`src/rtl/seq_mul_unit_pkg.sv`:
```
`default_nettype none
// ============================================================================
// Module   : seq_mul_unit_pkg
// Purpose  : Shared types and constants for the sequential multiplier:
//            FSM state encoding, word/step sizes, write-back select codes and
//            the product overflow helper.
// Ports    : (package - none)
// Config   : SEQ_MUL_SIGNED_EN (consumed by seq_mul_unit, not used here)
// Revision : 1.0 - initial release
// ============================================================================
package seq_mul_unit_pkg;

  localparam int WORD_W    = 16;
  localparam int MUL_STEPS = 16;
  // Working register: 16-bit high half plus one guard/carry bit, plus low half.
  localparam int ACC_W     = 2 * WORD_W + 1;
  localparam int CNT_W     = 4;

  localparam logic WR_SEL_LO = 1'b0;
  localparam logic WR_SEL_HI = 1'b1;

  typedef enum logic [1:0] {
    ST_IDLE  = 2'd0,
    ST_RUN   = 2'd1,
    ST_WB_LO = 2'd2,
    ST_WB_HI = 2'd3
  } state_t;

  // Overflow when the high word is not the extension of product bit 15:
  // zero-extension for unsigned, sign-extension for signed.
  function automatic logic calc_overflow(input logic [2*WORD_W-1:0] prod,
                                         input logic               is_signed);
    logic [WORD_W-1:0] ext;
    ext = {WORD_W{is_signed & prod[WORD_W-1]}};
    return (prod[2*WORD_W-1:WORD_W] != ext);
  endfunction

endpackage
`default_nettype wire

```
`src/rtl/seq_mul_unit_mul_step.sv`:
```
`default_nettype none
// ============================================================================
// Module   : mul_step
// Purpose  : One combinational multiply iteration: conditionally add or
//            subtract the multiplicand into the high part of the working
//            register, then shift the whole register right by one.
// Ports    : i_acc         - current 33-bit working register
//            i_mcand       - 16-bit multiplicand
//            i_bit_cur     - multiplier bit being processed (LSB first)
//            i_bit_prev    - previously processed multiplier bit (Booth)
//            i_signed_mode - 1: radix-2 Booth, 0: unsigned shift-add
//            o_acc_next    - working register after this iteration
// Revision : 1.0 - initial release
// ============================================================================
module mul_step
  import seq_mul_unit_pkg::*;
(
  input  logic [ACC_W-1:0]  i_acc,
  input  logic [WORD_W-1:0] i_mcand,
  input  logic              i_bit_cur,
  input  logic              i_bit_prev,
  input  logic              i_signed_mode,
  output logic [ACC_W-1:0]  o_acc_next
);

  logic [WORD_W:0] w_mcand_ext;
  logic [WORD_W:0] w_hi;
  logic [WORD_W:0] w_sum;
  logic            w_shift_in;

  assign w_mcand_ext = {i_signed_mode & i_mcand[WORD_W-1], i_mcand};
  assign w_hi        = i_acc[ACC_W-1:WORD_W];

  always_comb begin
    w_sum = w_hi;
    if (i_signed_mode) begin
      // Booth recoding: 01 -> +M, 10 -> -M, 00/11 -> no change.
      case ({i_bit_cur, i_bit_prev})
        2'b01:   w_sum = w_hi + w_mcand_ext;
        2'b10:   w_sum = w_hi - w_mcand_ext;
        default: w_sum = w_hi;
      endcase
    end else if (i_bit_cur) begin
      // Unsigned: the 17-bit sum keeps the carry, which lands in bit 31.
      w_sum = w_hi + w_mcand_ext;
    end
  end

  // Arithmetic shift in signed mode; zero-fill in unsigned mode.
  assign w_shift_in = i_signed_mode & w_sum[WORD_W];
  assign o_acc_next = {w_shift_in, w_sum, i_acc[WORD_W-1:1]};

endmodule
`default_nettype wire

```
`src/rtl/seq_mul_unit.sv`:
```
`default_nettype none
// ============================================================================
// Module   : seq_mul_unit
// Purpose  : 16x16 -> 32 sequential multiplier, one multiplier bit per cycle,
//            writing the product back as two words (low, then high) through
//            a single register-file style write port.
// Ports    : clk      - clock, rising edge
//            rst_b    - asynchronous active-low reset
//            start    - request, sampled only in IDLE
//            op_a     - multiplicand, captured on accepted start
//            op_b     - multiplier, captured on accepted start
//            signed_op- (SEQ_MUL_SIGNED_EN only) 1 = Booth signed multiply
//            busy     - operation in progress (RUN / WB_LO / WB_HI)
//            wr_en    - write strobe to destination register
//            wr_sel   - 0 = low-word register, 1 = high-word register
//            wr_data  - write-back word
//            done     - pulse with the high-word write
//            flag_z   - product was zero
//            flag_v   - high word is not the extension of bit 15
// Config   : SEQ_MUL_SIGNED_EN - adds signed_op and Booth signed multiply
// Latency  : done in the 18th cycle after the accepting edge; a new start is
//            accepted in the IDLE cycle following WB_HI (19-cycle period).
// Revision : 1.0 - initial release
// ============================================================================
module seq_mul_unit
  import seq_mul_unit_pkg::*;
(
  input  logic              clk,
  input  logic              rst_b,
  input  logic              start,
  input  logic [WORD_W-1:0] op_a,
  input  logic [WORD_W-1:0] op_b,
`ifdef SEQ_MUL_SIGNED_EN
  input  logic              signed_op,
`endif
  output logic              busy,
  output logic              wr_en,
  output logic              wr_sel,
  output logic [WORD_W-1:0] wr_data,
  output logic              done,
  output logic              flag_z,
  output logic              flag_v
);

  state_t              r_state;
  state_t              w_state_next;
  logic [ACC_W-1:0]    r_acc;
  logic [ACC_W-1:0]    w_acc_next;
  logic [WORD_W-1:0]   r_mcand;
  logic [WORD_W-1:0]   r_mplr;
  logic                r_prev;
  logic [CNT_W-1:0]    r_count;
  logic                r_flag_z;
  logic                r_flag_v;
  logic                w_signed_mode;
  logic                w_accept;
  logic [2*WORD_W-1:0] w_product;

`ifdef SEQ_MUL_SIGNED_EN
  logic r_signed;

  always_ff @(posedge clk or negedge rst_b) begin
    if (!rst_b) begin
      r_signed <= 1'b0;
    end else if (w_accept) begin
      r_signed <= signed_op;
    end
  end

  assign w_signed_mode = r_signed;
`else
  assign w_signed_mode = 1'b0;
`endif

  assign w_accept  = (r_state == ST_IDLE) && start;
  assign w_product = r_acc[2*WORD_W-1:0];

  mul_step u_mul_step (
    .i_acc         (r_acc),
    .i_mcand       (r_mcand),
    .i_bit_cur     (r_mplr[0]),
    .i_bit_prev    (r_prev),
    .i_signed_mode (w_signed_mode),
    .o_acc_next    (w_acc_next)
  );

  // --------------------------------------------------------------------------
  // FSM state register
  // --------------------------------------------------------------------------
  always_ff @(posedge clk or negedge rst_b) begin
    if (!rst_b) begin
      r_state <= ST_IDLE;
    end else begin
      r_state <= w_state_next;
    end
  end

  // --------------------------------------------------------------------------
  // Next state and outputs. Outputs are pure decodes of the state so that
  // reset clears them immediately and nothing leaks outside write-back.
  // --------------------------------------------------------------------------
  always_comb begin
    w_state_next = r_state;
    busy         = 1'b1;
    wr_en        = 1'b0;
    wr_sel       = WR_SEL_LO;
    wr_data      = '0;
    done         = 1'b0;
    case (r_state)
      ST_IDLE: begin
        busy = 1'b0;
        if (start) begin
          w_state_next = ST_RUN;
        end
      end
      ST_RUN: begin
        if (r_count == '0) begin
          w_state_next = ST_WB_LO;
        end
      end
      ST_WB_LO: begin
        wr_en        = 1'b1;
        wr_sel       = WR_SEL_LO;
        wr_data      = w_product[WORD_W-1:0];
        w_state_next = ST_WB_HI;
      end
      ST_WB_HI: begin
        wr_en        = 1'b1;
        wr_sel       = WR_SEL_HI;
        wr_data      = w_product[2*WORD_W-1:WORD_W];
        done         = 1'b1;
        w_state_next = ST_IDLE;
      end
      default: begin
        busy         = 1'b0;
        w_state_next = ST_IDLE;
      end
    endcase
  end

  // --------------------------------------------------------------------------
  // Datapath. Operands only load on acceptance, so a start seen while busy
  // cannot disturb an operation in flight.
  // --------------------------------------------------------------------------
  always_ff @(posedge clk or negedge rst_b) begin
    if (!rst_b) begin
      r_acc   <= '0;
      r_mcand <= '0;
      r_mplr  <= '0;
      r_prev  <= 1'b0;
      r_count <= '0;
    end else if (w_accept) begin
      r_acc   <= '0;
      r_mcand <= op_a;
      r_mplr  <= op_b;
      r_prev  <= 1'b0;
      r_count <= CNT_W'(MUL_STEPS - 1);
    end else if (r_state == ST_RUN) begin
      r_acc   <= w_acc_next;
      r_mplr  <= {1'b0, r_mplr[WORD_W-1:1]};
      r_prev  <= r_mplr[0];
      r_count <= r_count - 1'b1;
    end
  end

  // Flags load on entry to WB_HI so they are valid alongside done and hold
  // until the next product's WB_HI.
  always_ff @(posedge clk or negedge rst_b) begin
    if (!rst_b) begin
      r_flag_z <= 1'b0;
      r_flag_v <= 1'b0;
    end else if (r_state == ST_WB_LO) begin
      r_flag_z <= (w_product == '0);
      r_flag_v <= calc_overflow(w_product, w_signed_mode);
    end
  end

  assign flag_z = r_flag_z;
  assign flag_v = r_flag_v;

endmodule
`default_nettype wire

```
`config.mk`:
```
export PLATFORM = sky130hd
export DESIGN_NAME = seq_mul_unit
export DESIGN_NICKNAME = d
export VERILOG_FILES = /design/src/rtl/seq_mul_unit_pkg.sv /design/src/rtl/seq_mul_unit_mul_step.sv /design/src/rtl/seq_mul_unit.sv
export SDC_FILE = /design/constraint.sdc
export NUM_CORES = 1
export LEC_CHECK = 0
export CAP_MARGIN = 20
export CELL_PAD_IN_SITES_DETAIL_PLACEMENT = 1
export CELL_PAD_IN_SITES_GLOBAL_PLACEMENT = 2
export CORE_MARGIN = 5
export CORE_UTILIZATION = 37
export CTS_CLUSTER_DIAMETER = 200
export CTS_CLUSTER_SIZE = 16
export DETAILED_ROUTE_END_ITERATION = 10
export PLACE_DENSITY_LB_ADDON = 0.08
export SETUP_SLACK_MARGIN = 0.4
export SLEW_MARGIN = 20
export SYNTH_ARGS = -nofsm -noshare
export SYNTH_HDL_FRONTEND = slang
export SYNTH_SLANG_ARGS = --single-unit
```
`constraint.sdc`:
```
create_clock -name clk -period 4.15 [get_ports clk]
set_input_delay 0.415 -clock clk [delete_from_list [all_inputs] [get_ports clk]]
set_output_delay 0.415 -clock clk [all_outputs]
set_load 0.005 [all_outputs]
```
==> qor.yml, run 1 <==
ys_warn_count: 0
fmax_mhz: 356
r2r_slack_ns: 1.48
async_flop_share_pct: 100
cpMaxStageDelayCell: "ha_1"
final_cell_mix: "nand2_1 (85), dfrtp_1 (72), clkdlybuf4s50_1 (55)"
cap_violations: 0
synth-seq-area-share_pct: 43.1
crit_family: "adder cells"
ios: 57
hold_class: "input port to async pin"
cts_num_sinks: 72
power_uw: 4080
rsz0062_at_grt: "false"
stdcell_area_um2: 5190
syn_to_final_growth_pct: 24.1
netlist_instances: 453
postCtsResizedCells: 0
maxSlewHeadroom_pct: 44.5
power_leakage_uw: 0.00231
drive_gt1_share_pct: 6.97
grt_pass1_wl_um: 20100
avgSynthCellArea_um2: 9.23
max-clock-path-buffers: 2
grt_start_max_net_pins: 55
tns_ns: 0
drv_slew: 0
grt_pass1_vias: 3716
clockRootBuffer: "clkbuf_16"
start_util_pct: 38.1
vdd_ir_drop_max_mv: 0.407
path_cells: "inv_1 > ha_1 > a22o_1 > clkdlybuf4s50_1"
postCtsHoldBufs: 0
via_per_inst: 5.46
port_buffers: 56
drc: 0
skew_ns: 0.00970
fin_util_pct: 47.2
first_iter_violations: 122
postRouteWirelength_um: 11900
end_kind: "output pin"
synth_area_leader_cell: "dfrtp_1"
hold_violations: 0
period_needed_ns: 2.81
netlist_top_cells_area: "dfrtp_1 (43%), mux2i_1 (8.4%), nand2_1 (7.6%), ha_1 (6.6%), o21ai_0 (4.2%)"
grt_use_total_pct: 19.2
place_congestion: 0.845
grt_antenna_before_repair: 0
place_hpwl_um: 8430
synth-edff-count: 0
n_antenna_cell: 0
wl_per_cell_um: 18.6
path_class: "flip-flop to output pin"
period_share_pct: 67.7
path_clk_slew_ns: 0.05
clkLatencyLatePin_ns: 0.35
status: "finished, final reports clean"
power_per_cell_area_nw_per_um2: 787
overflow: 0
final_antenna_net_count: 0
die_y_um: 116
synth_fp_nets: 511
cp_slowest_stage_delay_ns: 0.72
critical_path_required_ns: 3.73
setup_viol: 0
cp.arrival_ns: 2.39
post_cts_buffers: 0
synth.top_cell.area_share_pct: 43.1
syn_area_um2: 4180
ys_types: 51
fp-row-count: 38
ys_seq_elements: 72
tightest_slew_ns: 0.833
dp.cells: 626
fin_nets: 555
numCtsBuffers: 9
htreeDepth: 3
die-area_um2: 13500
dr.pass1.iters: 4
place_area_um2: 4840
core_um2: 11000
dominantRegCellSynth: "dfrtp_1"
cp_max_fo: 21
num_vias: 3507
final_common_cell: "nand2_1"
start_kind: "flip-flop"
fin_cells: 642
fp.dieW_um: 116
critPathBufInv: 2
cts_tree: "yes"
[routing by layer]
| metal | share of wire, % | vias to the layer above | global-route usage [%] | routed length [um] |
|---|---|---|---|---|
| li1 | - | 1722 | - | - |
| met1 | 48 | 1715 | 26.6 | 5720 |
| met2 | 46 | 57 | 30.2 | 5510 |
| met3 | 4.6 | 13 | 4.30 | 552 |
| met4 | 1.3 | 0 | 5.80 | 159 |
| met5 | 0 | - | 0 | 0 |
[flip-flops by register name, indices dropped and copies added (netlist names)]
signal and flops:
flag_v 1, flag_z 1, r_acc 32, r_count 4, r_mcand 16, r_mplr 16, r_state 2
[worst reg2reg max path: stages (launching register included)]
cell	delay (ns)
dfrtp_1	0.43
ha_1	0.26
fa_1	0.41
a21o_1	0.23
a311oi_2	0.48
nor3_1	0.13
or3_1	0.37
a32o_1	0.25
[through the flow]
stage	hold WS, ns	setup WS [ns]
floorplan	0.119	1.75
global placement	0.469	1.55
detailed placement	0.474	1.50
CTS	0.175	1.31
global route	0.211	1.15
finish	0.161	1.34
[Yosys cell counts (4+ instances only)]
master,count
nor2b_1,10
nor4_1,5
a21oi_1,20
nand3_1,8
nand2_1,85
a22o_1,16
o21ai_0,35
nor3_1,4
inv_1,9
and3_1,4
or4_1,4
mux2i_1,35
a21o_1,4
xnor2_1,5
nor2_1,27
a31o_2,7
a211oi_1,7
a31oi_1,5
ha_1,22
dfrtp_1,72
clkbuf_1,23
[final cells by class]
| cell class | count | area (um2) |
|---|---|---|
| clock inverter | 5 | 104 |
| sequential | 72 | 1800 |
| tap | 140 | 175 |
| timing repair buffer | 61 | 593 |
| multi-input combinational | 343 | 2230 |
| clock buffer | 11 | 243 |
| fill | 1256 | 5790 |
| inverter | 10 | 37.5 |
[path summary, 6_finish.rpt]
check / startpoint / end / cells after the start
setup / recovery: r_state[0]$_DFFE_PN0P_ / wr_data[6] / 4
hold / removal: rst_b / r_state[1]$_DFFE_PN0P_ / 1
setup reg to reg: r_acc[16]$_DFFE_PN0P_ / r_acc[29]$_DFFE_PN0P_ / 7
hold reg to reg: r_mcand[7]$_DFFE_PN0P_ / r_mcand[7]$_DFFE_PN0P_ / 2
max in group asynchronous: rst_b / r_acc[2]$_DFFE_PN0P_ / 2
min in group clk: r_mcand[7]$_DFFE_PN0P_ / r_mcand[7]$_DFFE_PN0P_ / 2
[logic make-up (layout without fill, tap and decap cells)]
family,count (synthesis),after routing,share of synthesized area (%)
and+or+nand+nor,160,160,17.2
AOI/OAI and AO/OA,118,118,19.2
DFF,72,72,43.1
buffers and inverters,38,87,3.59
muxes,36,36,8.65
adders and majority gates,23,23,7.06
xor gates and xnor gates,6,6,1.26
[report_power, final]
| part | total [uW] | leakage, uW | switching, uW | internal, uW |
|---|---|---|---|---|
| combinational | 1920 | 0.00123 | 1080 | 832 |
| clock | 909 | 0.000170 | 306 | 604 |
| sequential | 1260 | 0.000913 | 286 | 972 |
| total | 4080 | 0.00231 | 1680 | 2410 |
Note: power is estimated with default switching activity, not from simulation.
==> run 2: changes to the inputs <==
--- a/config.mk
+++ b/config.mk
@@ -9,7 +9,7 @@
 export CELL_PAD_IN_SITES_DETAIL_PLACEMENT = 1
 export CELL_PAD_IN_SITES_GLOBAL_PLACEMENT = 2
 export CORE_MARGIN = 5
-export CORE_UTILIZATION = 37
+export CORE_UTILIZATION = 31
 export CTS_CLUSTER_DIAMETER = 200
 export CTS_CLUSTER_SIZE = 16
 export DETAILED_ROUTE_END_ITERATION = 10
==> constraint.sdc (replaced) <==
create_clock -name clk -period 2.3 [get_ports clk]
set_input_delay 0.23 -clock clk [delete_from_list [all_inputs] [get_ports clk]]
set_output_delay 0.23 -clock clk [all_outputs]
set_load 0.005 [all_outputs]
==> qor.yml, run 2 (synthesized netlist as in run 1, its figures left out) <==
fmax_mhz: 446
first_iter_violations: 140
syn_to_final_growth_pct: 36.3
path_clk_slew_ns: 0.06
cp_slowest_stage_delay_ns: 0.38
cpMaxStageDelayCell: "dfrtp_1"
grt_start_max_net_pins: 73
grtUsageMet2_pct: 27.4
postRouteWirelength_um: 13400
grt_pass1_wl_um: 22100
dp_worst_setup_slack_ns: 0.0149
grt_pass1_vias: 3987
grt_use_total_pct: 17.4
cp.arrival_ns: 2.48
path_class: "flip-flop to flip-flop"
via_per_inst: 5.21
end_kind: "flip-flop"
drive_gt1_share_pct: 22.9
grt_antenna_before_repair: 0
overflow: 0
drv_slew: 0
fp-row-count: 42
fp.dieW_um: 126
setup_viol: 0
htreeDepth: 3
path_cells: "ha_2 > fa_2 > a21o_1 > a311oi_2 > buf_4 > nor3_2 > or3_1 > a32o_1"
start_kind: "flip-flop"
num_vias: 3760
period_share_pct: 97.4
status: "finished, final reports clean"
fin_nets: 599
cp_max_fo: 4
rsz0062_at_grt: "true"
critPathBufInv: 1
power_per_cell_area_nw_per_um2: 1430
regMostFlops: "r_acc"
setup_slack_ns: 0.0594
critical_path_required_ns: 2.53
gr-usage-met3_pct: 3.73
clkLatencyLatePin_ns: 0.35
met1_usage_pct: 23.8
stdcell_area_um2: 5700
dp.cells: 691
crit_family: "compound AO/OA/AOI/OAI gates"
place_congestion: 0.844
drc: 0
hold_class: "input port to flip-flop"
die-area_um2: 15900
place_area_um2: 5150
power_leakage_uw: 0.00259
n_antenna_cell: 0
clockRootBuffer: "clkbuf_16"
max-clock-path-buffers: 2
vdd_ir_drop_max_mv: 0.512
place_hpwl_um: 9090
hold_violations: 0
core_um2: 13200
gr-max-usage-layer: "met2"
final_antenna_net_count: 0
start_util_pct: 31.6
die_y_um: 126
port_buffers: 56
final_cell_mix: "nand2_1 (85), dfrtp_1 (69), clkdlybuf4s50_1 (36)"
skew_ns: 0.0103
tightest_slew_ns: 0.479
ios: 57
final_common_cell: "nand2_1"
cts_num_sinks: 72
maxSlewHeadroom_pct: 67.8
fin_util_pct: 43.0
reg.largest.list: "r_acc: 32 flops, r_mcand: 16 flops, r_mplr: 16 flops"
largest_reg_flops: 32
cap_violations: 0
fin_cells: 722
cts_tree: "yes"
wl_per_cell_um: 18.6
numCtsBuffers: 9
period_needed_ns: 2.24
power_uw: 8140
dr.pass1.iters: 5
## run 2: cell count changes in the layout (fill, tap and decap cells not counted), moves of 4 or more
cell and delta:
a21oi_1 -4, a21oi_2 +4, buf_12 +5, buf_2 +11
buf_4 +27, buf_6 +9, clkbuf_2 +5, clkdlybuf4s50_1 -19
clkinv_2 +4, ha_1 -5
## run 2: final timing paths
check,depth (start not counted),startpoint,slack [ns],end
worst max-delay path,8,r_mcand[0]$_DFFE_PN0P_,0.06,r_acc[29]$_DFFE_PN0P_
worst min-delay path,3,op_a[6],0.40,r_mcand[6]$_DFFE_PN0P_
worst max register to register,8,r_mcand[0]$_DFFE_PN0P_,0.06,r_acc[29]$_DFFE_PN0P_
worst min register to register,2,r_mcand[0]$_DFFE_PN0P_,0.49,r_mcand[0]$_DFFE_PN0P_
max in group asynchronous,3,rst_b,1.50,r_acc[23]$_DFFE_PN0P_
min in group asynchronous,3,rst_b,0.45,r_state[0]$_DFFE_PN0P_
## run 2: where the power goes
part / leakage [uW] / internal (uW) / total [uW] / switching (uW)
clock: 0.000145 / 829 / 1400 / 568
sequential: 0.000909 / 1760 / 2150 / 393
combinational: 0.00153 / 2160 / 4590 / 2430
total: 0.00259 / 4750 / 8140 / 3390
## run 2: area by class of cell
type | count | area (um2)
sequential | 72 | 1810
inverter | 10 | 41.3
multi-input combinational | 343 | 2360
clock inverter | 7 | 62.6
clock buffer | 9 | 225
timing repair buffer | 105 | 982
tap | 176 | 220
fill | 1524 | 7540
## run 2: repair_timing
action / CTS / global route
pin swaps: 15 / 9
buffers inserted: 9 / 3
hold endpoints to repair: 72 / 0
hold buffers: 1 / 0
endpoints found under the setup margin: 33 / 53
gates resized for setup: 83 / 33
cloned: 2 / 0
## run 2: metrics by stage
| stage | setup TNS, ns | hold slack (ns) |
|---|---|---|
| 2_1_floorplan | 0 | -0.0656 |
| 3_3_place_gp | 0 | 0.306 |
| 3_5_place_dp | 0 | 0.304 |
| 4_1_cts | 0 | 0.395 |
| 5_1_grt | -0.0438 | 0.410 |
| 6_report | 0 | 0.403 |
## run 2: layer usage
metal / up-vias / part of all wire, %
li1: 1806 / -
met1: 1872 / 47
met2: 60 / 48
met3: 22 / 3.1
met4: 0 / 2.4
met5: - / 0
## run 2: worst min-delay path, stage by stage
cell	delay [ns]
clkdlybuf4s50_1	0.40
nand2_1	0.05
nand2_1	0.04
